===== config.mk =====
export PLATFORM = sky130hd
export DESIGN_NAME = mem_master
export DESIGN_NICKNAME = d
export VERILOG_FILES = /design/src/rtl/mem_pkg.sv /design/src/rtl/mem_lane_align.sv /design/src/rtl/mem_master.sv
export SDC_FILE = /design/constraint.sdc
export NUM_CORES = 1
export LEC_CHECK = 0
export CAP_MARGIN = 20
export CORE_MARGIN = 3
export CORE_UTILIZATION = 39
export DETAILED_ROUTE_END_ITERATION = 8
export PLACE_DENSITY = 0.77
export SYNTH_ARGS = -nofsm -noshare
export SYNTH_HDL_FRONTEND = slang
export SYNTH_SLANG_ARGS = --single-unit

===== constraint.sdc =====
create_clock -name clock -period 1.8 [get_ports clock]
set_clock_uncertainty 0.1 [all_clocks]
set_input_delay 0.36 -clock clock [delete_from_list [all_inputs] [get_ports clock]]
set_output_delay 0.36 -clock clock [all_outputs]
set_load 0.01 [all_outputs]

===== src/rtl/mem_pkg.sv =====
// Shared types and constants for the mem_master load/store bus master.
// Contents: size_t (request size encoding), state_t (master FSM states),
// byte-lane mask constants and a request legality helper.
package mem_pkg;

  localparam int unsigned LANES     = 4;
  localparam int unsigned WORD_BITS = 32;
  localparam int unsigned CNT_BITS  = 8;

  typedef enum logic [1:0] {
    SZ_BYTE = 2'd0,
    SZ_HALF = 2'd1,
    SZ_WORD = 2'd2
  } size_t;

  typedef enum logic [1:0] {
    ST_IDLE = 2'd0,
    ST_BUS  = 2'd1,
    ST_RESP = 2'd2
  } state_t;

  localparam logic [LANES-1:0] BE_BYTE0   = 4'b0001;
  localparam logic [LANES-1:0] BE_HALF_LO = 4'b0011;
  localparam logic [LANES-1:0] BE_HALF_HI = 4'b1100;
  localparam logic [LANES-1:0] BE_WORD    = 4'b1111;

  // Natural alignment check; size 3 is never legal.
  function automatic logic req_legal(input logic [1:0] size, input logic [1:0] lo);
    case (size_t'(size))
      SZ_BYTE: return 1'b1;
      SZ_HALF: return ~lo[0];
      SZ_WORD: return (lo == 2'b00);
      default: return 1'b0;
    endcase
  endfunction

endpackage


===== src/rtl/mem_lane_align.sv =====
// Combinational byte-lane steering for mem_master.
// Store side: st_size/st_lane/st_wdata -> st_be (byte enables) and
//             st_data (lane-replicated store data).
// Load side:  ld_size/ld_lane/ld_signed/ld_rdata -> ld_data (lane
//             extracted, zero/sign extended to 32 bits).
module mem_lane_align
  import mem_pkg::*;
(
  input  logic [1:0]           st_size,
  input  logic [1:0]           st_lane,
  input  logic [WORD_BITS-1:0] st_wdata,
  output logic [LANES-1:0]     st_be,
  output logic [WORD_BITS-1:0] st_data,
  input  logic [1:0]           ld_size,
  input  logic [1:0]           ld_lane,
  input  logic                 ld_signed,
  input  logic [WORD_BITS-1:0] ld_rdata,
  output logic [WORD_BITS-1:0] ld_data
);

  logic [WORD_BITS-1:0] ld_shift;

  // Byte enables and store replication.
  always_comb begin
    st_be   = '0;
    st_data = st_wdata;
    case (size_t'(st_size))
      SZ_BYTE: begin
        st_be   = BE_BYTE0 << st_lane;
        st_data = {4{st_wdata[7:0]}};
      end
      SZ_HALF: begin
        st_be   = st_lane[1] ? BE_HALF_HI : BE_HALF_LO;
        st_data = {2{st_wdata[15:0]}};
      end
      SZ_WORD: st_be = BE_WORD;
      default: st_be = '0;
    endcase
  end

  // Move the addressed lane down to bit 0, then extend.
  always_comb begin
    ld_shift = ld_rdata >> {ld_lane, 3'b000};
    ld_data  = '0;
    case (size_t'(ld_size))
      SZ_BYTE: ld_data = {{24{ld_signed & ld_shift[7]}}, ld_shift[7:0]};
      SZ_HALF: ld_data = {{16{ld_signed & ld_shift[15]}}, ld_shift[15:0]};
      SZ_WORD: ld_data = ld_rdata;
      default: ld_data = '0;
    endcase
  end

endmodule


===== src/rtl/mem_master.sv =====
// Single-outstanding load/store master onto a waitrequest-style memory bus.
// Request side:  req_valid/req_ready handshake with req_wr, req_addr,
//                req_size, req_signed, req_wdata.
// Response side: one-cycle resp_valid pulse with resp_rdata and resp_err.
// Memory side:   mem_addr (word aligned), mem_wr_data, mem_wr_be, mem_rd,
//                mem_wr strobes, mem_rd_data, mem_waitrequest stall.
// All outputs are registered; reset is synchronous and active high.
module mem_master
  import mem_pkg::*;
#(
  parameter int unsigned ADDR_WIDTH = 32,
  parameter int unsigned DATA_WIDTH = 32,
  parameter int unsigned BE_WIDTH   = DATA_WIDTH / 8,
  parameter int unsigned TIMEOUT    = 255
) (
  input  logic                  clock,
  input  logic                  reset,
  input  logic                  req_valid,
  output logic                  req_ready,
  input  logic                  req_wr,
  input  logic [ADDR_WIDTH-1:0] req_addr,
  input  logic [1:0]            req_size,
  input  logic                  req_signed,
  input  logic [DATA_WIDTH-1:0] req_wdata,
  output logic                  resp_valid,
  output logic [DATA_WIDTH-1:0] resp_rdata,
  output logic                  resp_err,
  output logic [ADDR_WIDTH-1:0] mem_addr,
  output logic [DATA_WIDTH-1:0] mem_wr_data,
  output logic [BE_WIDTH-1:0]   mem_wr_be,
  output logic                  mem_rd,
  output logic                  mem_wr,
  input  logic [DATA_WIDTH-1:0] mem_rd_data,
  input  logic                  mem_waitrequest
);

  localparam logic [CNT_BITS-1:0] TIMEOUT_CNT = CNT_BITS'(TIMEOUT);

  state_t                state_q;
  logic [CNT_BITS-1:0]   wait_cnt_q, wait_cnt_d;
  logic [1:0]            size_q, lane_q;
  logic                  signed_q, wr_q;

  logic                  req_ready_q, resp_valid_q, resp_err_q;
  logic [DATA_WIDTH-1:0] resp_rdata_q, mem_wr_data_q;
  logic [ADDR_WIDTH-1:0] mem_addr_q;
  logic [BE_WIDTH-1:0]   mem_wr_be_q;
  logic                  mem_rd_q, mem_wr_q;

  logic                  legal_c;
  logic [LANES-1:0]      be_c;
  logic [WORD_BITS-1:0]  wdata_c, rdata_c;

  assign legal_c = req_legal(req_size, req_addr[1:0]);

  // Store steering uses the live request; load steering uses the captured one.
  mem_lane_align u_align (
    .st_size   (req_size),
    .st_lane   (req_addr[1:0]),
    .st_wdata  (req_wdata),
    .st_be     (be_c),
    .st_data   (wdata_c),
    .ld_size   (size_q),
    .ld_lane   (lane_q),
    .ld_signed (signed_q),
    .ld_rdata  (mem_rd_data),
    .ld_data   (rdata_c)
  );

  // Stall counter: counts waitrequest cycles of the current bus transfer.
  always_comb begin
    wait_cnt_d = wait_cnt_q;
    if (mem_waitrequest) wait_cnt_d = wait_cnt_q + CNT_BITS'(1);
  end

  // Master FSM with registered outputs.
  always_ff @(posedge clock) begin
    if (reset) begin
      state_q       <= ST_IDLE;
      wait_cnt_q    <= '0;
      size_q        <= '0;
      lane_q        <= '0;
      signed_q      <= 1'b0;
      wr_q          <= 1'b0;
      req_ready_q   <= 1'b0;
      resp_valid_q  <= 1'b0;
      resp_err_q    <= 1'b0;
      resp_rdata_q  <= '0;
      mem_addr_q    <= '0;
      mem_wr_data_q <= '0;
      mem_wr_be_q   <= '0;
      mem_rd_q      <= 1'b0;
      mem_wr_q      <= 1'b0;
    end else begin
      resp_valid_q <= 1'b0;
      resp_err_q   <= 1'b0;
      resp_rdata_q <= '0;
      case (state_q)
        ST_IDLE: begin
          req_ready_q <= 1'b1;
          if (req_valid && req_ready_q) begin
            req_ready_q <= 1'b0;
            if (legal_c) begin
              state_q       <= ST_BUS;
              wait_cnt_q    <= '0;
              size_q        <= req_size;
              lane_q        <= req_addr[1:0];
              signed_q      <= req_signed;
              wr_q          <= req_wr;
              mem_addr_q    <= {req_addr[ADDR_WIDTH-1:2], 2'b00};
              mem_wr_data_q <= DATA_WIDTH'(wdata_c);
              mem_wr_be_q   <= BE_WIDTH'(be_c);
              mem_rd_q      <= ~req_wr;
              mem_wr_q      <= req_wr;
            end else begin
              // Illegal request: error response without touching the bus.
              state_q      <= ST_RESP;
              resp_valid_q <= 1'b1;
              resp_err_q   <= 1'b1;
            end
          end
        end
        ST_BUS: begin
          wait_cnt_q <= wait_cnt_d;
          if (!mem_waitrequest) begin
            state_q      <= ST_RESP;
            mem_rd_q     <= 1'b0;
            mem_wr_q     <= 1'b0;
            resp_valid_q <= 1'b1;
            resp_rdata_q <= wr_q ? '0 : DATA_WIDTH'(rdata_c);
          end else if (wait_cnt_d == TIMEOUT_CNT) begin
            state_q      <= ST_RESP;
            mem_rd_q     <= 1'b0;
            mem_wr_q     <= 1'b0;
            resp_valid_q <= 1'b1;
            resp_err_q   <= 1'b1;
          end
        end
        ST_RESP: begin
          state_q     <= ST_IDLE;
          req_ready_q <= 1'b1;
        end
        default: state_q <= ST_IDLE;
      endcase
    end
  end

  assign req_ready   = req_ready_q;
  assign resp_valid  = resp_valid_q;
  assign resp_err    = resp_err_q;
  assign resp_rdata  = resp_rdata_q;
  assign mem_addr    = mem_addr_q;
  assign mem_wr_data = mem_wr_data_q;
  assign mem_wr_be   = mem_wr_be_q;
  assign mem_rd      = mem_rd_q;
  assign mem_wr      = mem_wr_q;

endmodule


==> Yosys cells after proc, flatten, opt, wreduce, memory -nomap -nowiden <==
Cells that the tools add are included.
{ "word_totals": {"regBits": 119, "latch_bits": 0, "mem_bits_rw": 0, "rom_bits": 0, "input_bits": 104, "n_memories": 0} }
{ "op_classes": {"addsub": 1, "multipliers": 0, "div": 0, "n_lt_le_gt_ge": 0, "eq_ne": 10, "shift": 2, "mux": 31, "n_bitwise": 5, "n_reduce_logical": 12} }
{ "ops": {"columns": ["cell", "n"], "rows": [
  ["$pmux 32 s3", 1],
  ["$pmux 32 s2", 1],
  ["$shr 32x5->16", 1],
  ["$mux 8", 3],
  ["$pmux 8 s2", 1],
  ["$mux 1", 12],
  ["$pmux 4 s3", 1],
  ["$pmux 1 s2", 5],
  ["$add 8x1->8 const B", 1],
  ["$eq 8x8->1 const B", 1],
  ["$logic_not 2->1", 4],
  ["$mux 2", 4],
  ["$eq 2x1->1 const B", 3],
  ["$eq 2x2->1 const B", 3],
  ["$reduce_and 3->1", 2],
  ["$mux 4", 1],
  ["$ne 2x2->1 const B", 2],
  ["$pmux 2 s2", 1],
  ["$reduce_and 4->1", 1],
  ["$reduce_bool 2->1", 2],
  ["$reduce_or 4->1", 1],
  ["$shl 1x2->4 const A", 1],
  ["$ne 3x3->1 const B", 1],
  ["$not 1->1", 3],
  ["4 further kinds", 5]
]} }

==> Depth between registers and ports, before layout <==
{ "depth": {"word_depth": 6, "depth_mapped": 8, "mapped_depth_nobuf": 6} }

==> Cells and area by module <==
From an unflattened synthesis, not the netlist that was laid out.
{ "unflattened": {"hier_cells": 682, "hier_area_um2": 5450.2} }
{ "by_module_without_submodules": {"columns": ["module", "instances", "cells_per_inst", "area_per_inst_um2", "seq_area_each_um2"], "rows": [
  ["mem_master", 1, 489, 4132.7, 2382.3],
  ["mem_lane_align", 1, 193, 1317.5, 0.0]
]} }

==> Worst setup path before layout <==
OpenSTA, ideal clock, no wires.
{ "synth_timing": {"kind": "reg2reg", "start": "register wait_cnt_q[0]", "end": "register resp_err_q (netlist: resp_err)", "setup_time_ps": 59, "arrival_ps": 1627, "required_time_ps": 1641, "slack_ps": 14, "stages_incl_launch_ff": 7, "n_path_buf": 0, "period_less_slack_ps": 1786, "path_cell_list": "dfxtp_1 > ha_1 > and4_4 > mux2i_1 > or3_4 > a21oi_4 > a41o_1"} }
{ "synth_via": {"elab_chain_cells": 6} }
{ "synth_rtl": {"columns": ["element", "line_no", "rtl"], "rows": [
  ["start: declaration", "mem_master.sv:40", "logic [CNT_BITS-1:0] wait_cnt_q, wait_cnt_d;"],
  ["start signal: assignment", "mem_master.sv:124", "wait_cnt_q <= wait_cnt_d;"],
  ["$add 8x1->8", "mem_master.sv:73", "if (mem_waitrequest) wait_cnt_d = wait_cnt_q + CNT_BITS'(1);"],
  ["$mux 8 *", "mem_master.sv:73", null],
  ["$eq 8x8->1 *", "mem_master.sv:131", "end else if (wait_cnt_d == TIMEOUT_CNT) begin"],
  ["$mux 1 *", "mem_master.sv:131", null],
  ["$mux 1 *", "mem_master.sv:125", "if (!mem_waitrequest) begin"],
  ["$pmux 1 s2 *", "mem_master.sv:98", "case (state_q)"],
  ["end signal: assignment", "mem_master.sv:96", "resp_err_q <= 1'b0;"],
  ["end signal: assignment", "mem_master.sv:119", "resp_err_q <= 1'b1;"],
  ["end signal: assignment", "mem_master.sv:136", "resp_err_q <= 1'b1;"],
  ["end: declaration", "mem_master.sv:44", "logic req_ready_q, resp_valid_q, resp_err_q;"]
]} }
Every way passes the cells marked *; elsewhere a longest branch is shown, timed or not.
A chain may end at the register's enable or synchronous reset.

==> Worst setup path in the final report <==
{ "layout_timing": {"start": "register wait_cnt_q[1]", "end": "register resp_err_q (netlist: resp_err)"} }
The elaborated chain is that of the path after synthesis.

==> reports/metrics.yaml <==
slew_viol_final: 0
layout-drive-gt1-share_pct: 13.2
ys_seq_elements: 119
track_usage_pct: 22.2
yosysMostFrequentCell: "nand2_1"
cp_num_buf_inv: 0
synth_top_cell_by_area: "dfxtp_1"
cts_buffers: 17
place_area_um2: 7620
critPathCaptureType: "flop"
synth_common_cells: "153 x nand2_1, 119 x dfxtp_1, 88 x a21oi_1"
finalHoldViolCount: 0
antenna_found_initial: 0
tritoncts: "done"
grt_pass1_wl_um: 26100
num_rows: 41
p_leak_nw: 3.42
cap_violations: 0
post-route-min-period_ns: 1.78
synth-adder-area-share_pct: 0.243
r2r_slack_ns: 0.02
diodes: 0
synth_edf_count: 0
hold_class: "input port to flop"
synth_xor_area_share_pct: 0.511
synthSimpleGateAreaFrac_pct: 19.5
min_path_cells: 4
drt-wirelength-per-cell_um: 16.0
grt_overflow_total: 0
die_area_um2: 14600
syn2layout_area_growth_pct: 62.2
status: "complete, no violations"
synth_compound_area_share_pct: 19.2
crit_required_ns: 2.05
min_period_over_period_pct: 98.9
seq_area_um2: 2390
crit_arrival_ns: 2.03
seq_area_frac_synth_pct: 46.3
final_area_um2: 8350
via_count: 5401
synth_area_leaders: "dfxtp_1 46%, nand2_1 11%, a21oi_1 8.6%, mux2i_1 5.1%, mux4_2 3.5%"
routed_wl_um: 16500
syn_area_per_cell_um2: 8.31
die_y_um: 121
path_delay_family: "simple AND/OR/NAND/NOR gates"
hpwlAfterDp_um: 11700
first_pass_iters: 5
p_per_area_nw_per_um2: 848
rsz0062_at_grt: "true"
syn_inst: 619
hold_end: "mem_rd"
h-tree-depth: 4
cts_hold_buf: 0
clk_pin_slew_ns: 0.05
grt_pass1_vias: 5263
drtIter0Drc: 364
vdd.ir_drop.worst_mv: 0.507
grt_max_degree: 44
synth_top_family_by_area: "simple AND/OR/NAND/NOR gates"
clock-sinks: 119
synthMuxAreaShare_pct: 8.78
rr_endpoint: "resp_err"
synth_area_um2: 5150
clk_latency_ns: 0.40
hold_start: "reset"
start_util_pct: 40.3
synth_top_flop_cell: "dfxtp_1"
whs_ns: 0.308
cp_max_fo: 6
crit_path_max_incr_delay_ns: 0.42
fillCellCount: 983
die_w_um: 121
cts-root-buf: "clkbuf_16"
ant_nets: 0
ys_types: 52
worstSetupPathType: "flop to flop"
crit_path_start_kind: "flop"
yosysWarnings: 0
reg2reg_from: "wait_cnt_q[1]"
cp_cell_sequence: "ha_4, and4_4, mux2i_2, or3_4, a21oi_4, a41o_1"
clockBufferDepth: 2
nets: 951
fmax_mhz: 561
core_area_um2: 12800
via_per_inst: 5.24
io_pins: 209
drcViolationCount: 0
synthArstFlopShare_pct: 0
finalSetupViolCount: 0
yosys.area.top_type_share_pct: 46.3
gp_congestion: 0.868
crit_slowest_cell: "or3_4"
multi_input_area_um2: 2560
reg2reg_depth: 6
io_buffers: 206
[state kept, by name, indices dropped and copies added, names as in the netlist]
| signal | flops |
|---|---|
| req_ready | 1 |
| mem_addr | 30 |
| wait_cnt_q | 8 |
| mem_wr | 1 |
| mem_wr_be | 4 |
| resp_rdata | 32 |
| resp_err | 1 |
| wr_q | 1 |
| signed_q | 1 |
| mem_rd | 1 |
| resp_valid | 1 |
| size_q | 2 |
| mem_wr_data | 32 |
| lane_q | 2 |
| state_q | 2 |
[metal layers]
layer / global-route usage [%] / wire length (um) / up-vias
met5: 0 / 0 / -
met4: 8.43 / 304 / 0
met3: 7.97 / 1460 / 35
met2: 38.5 / 8250 / 249
met1: 25.1 / 6450 / 2521
li1: - / - / 2596
[report_power, final]
part           leakage, nW  total, W  internal [W]  switching, W
clock                0.297   0.00342       0.00227       0.00115
sequential           0.966   0.00275       0.00271     0.0000433
combinational         2.16  0.000901      0.000490      0.000410
[placed cells by master, fill, tap and decap left out, types with 3 or more instances in the layout]
master           count
a211oi_1             8
a21oi_1             87
a221oi_1             6
a22oi_1              9
a311oi_1             8
a31oi_1              3
buf_12               5
buf_4               47
bufinv_16            3
clkbuf_1             3
clkbuf_16           17
clkbuf_8             3
clkdlybuf4s50_1    175
clkinv_2             5
dfxtp_1            114
dfxtp_2              5
dlygate4sd2_1        5
dlymetal6s2s_1      25
inv_1                5
mux2i_1             25
mux4_2               8
nand2_1            153
nand2b_1             4
nand3_1              5
nand3b_1             3
nand4_1              3
nor2_1              46
nor2b_1              4
nor3_1               5
o211ai_1             3
o21ai_0             23
o21ai_1              3
[cells by family (layout without fill, tap and decap cells)]
group / Yosys count / in the layout
buf+inv: 56 / 295
other cells: 1 / 2
flops: 119 / 119
simple gates: 238 / 238
compound gates: 166 / 166
xor+xnor: 3 / 3
mux: 35 / 35
fa+ha+maj: 1 / 1
[how the worst max path moves through the flow]
stage	cells after the start	startpoint	to	slack, ns
finish	6	wait_cnt_q[1]	resp_err	0.02
global route	7	wait_cnt_q[1]	resp_err	-0.06
CTS	1	mem_wr_data[12]	mem_wr_data[12]	0.007
detailed placement	7	mem_waitrequest	state_q[0]	-0.46
global placement	7	mem_waitrequest	resp_err	-0.35
floorplan	6	wait_cnt_q[0]	resp_err	0.01
[worst min-delay path, delay by kind of cell]
kind / cells / cell delay (ns)
AO/OA/AOI/OAI: 1 / 0.08
buffers and inverters: 1 / 0.10
AND/OR/NAND/NOR: 2 / 0.22
[cell type report]
| class | instances | share of cell area, % |
|---|---|---|
| Clock buffer | 23 | 5.73 |
| Clock inverter | 9 | 1.47 |
| Inverter | 5 | 0.225 |
| Multi-Input combinational cell | 445 | 30.6 |
| Sequential cell | 119 | 28.6 |
| Tap cell | 172 | 2.58 |
| Timing Repair Buffer | 258 | 30.7 |
[through the flow]
stage	setup TNS, ns	util, %	total power [W]	cells	worst slack [ns]
global placement	-22.94	59.7	0.00368	998	-0.347
global route	-0.152	65.3	0.00732	1031	-0.0645
detailed placement	-27.05	59.7	0.00370	998	-0.456
CTS	0	64.4	0.00713	1030	0.00691
finish	0	65.3	0.00708	1031	0.0189
floorplan	0	-	0.00317	620	0.0135
[what timing repair did]
action	4_1_cts	5_1_grt
hold endpoints to repair	0	0
setup endpoints to repair	10	75
resized for setup	8	42
setup buffers	0	1
pin swaps	4	7
No activity file was read; power rests on OpenSTA's default activity.
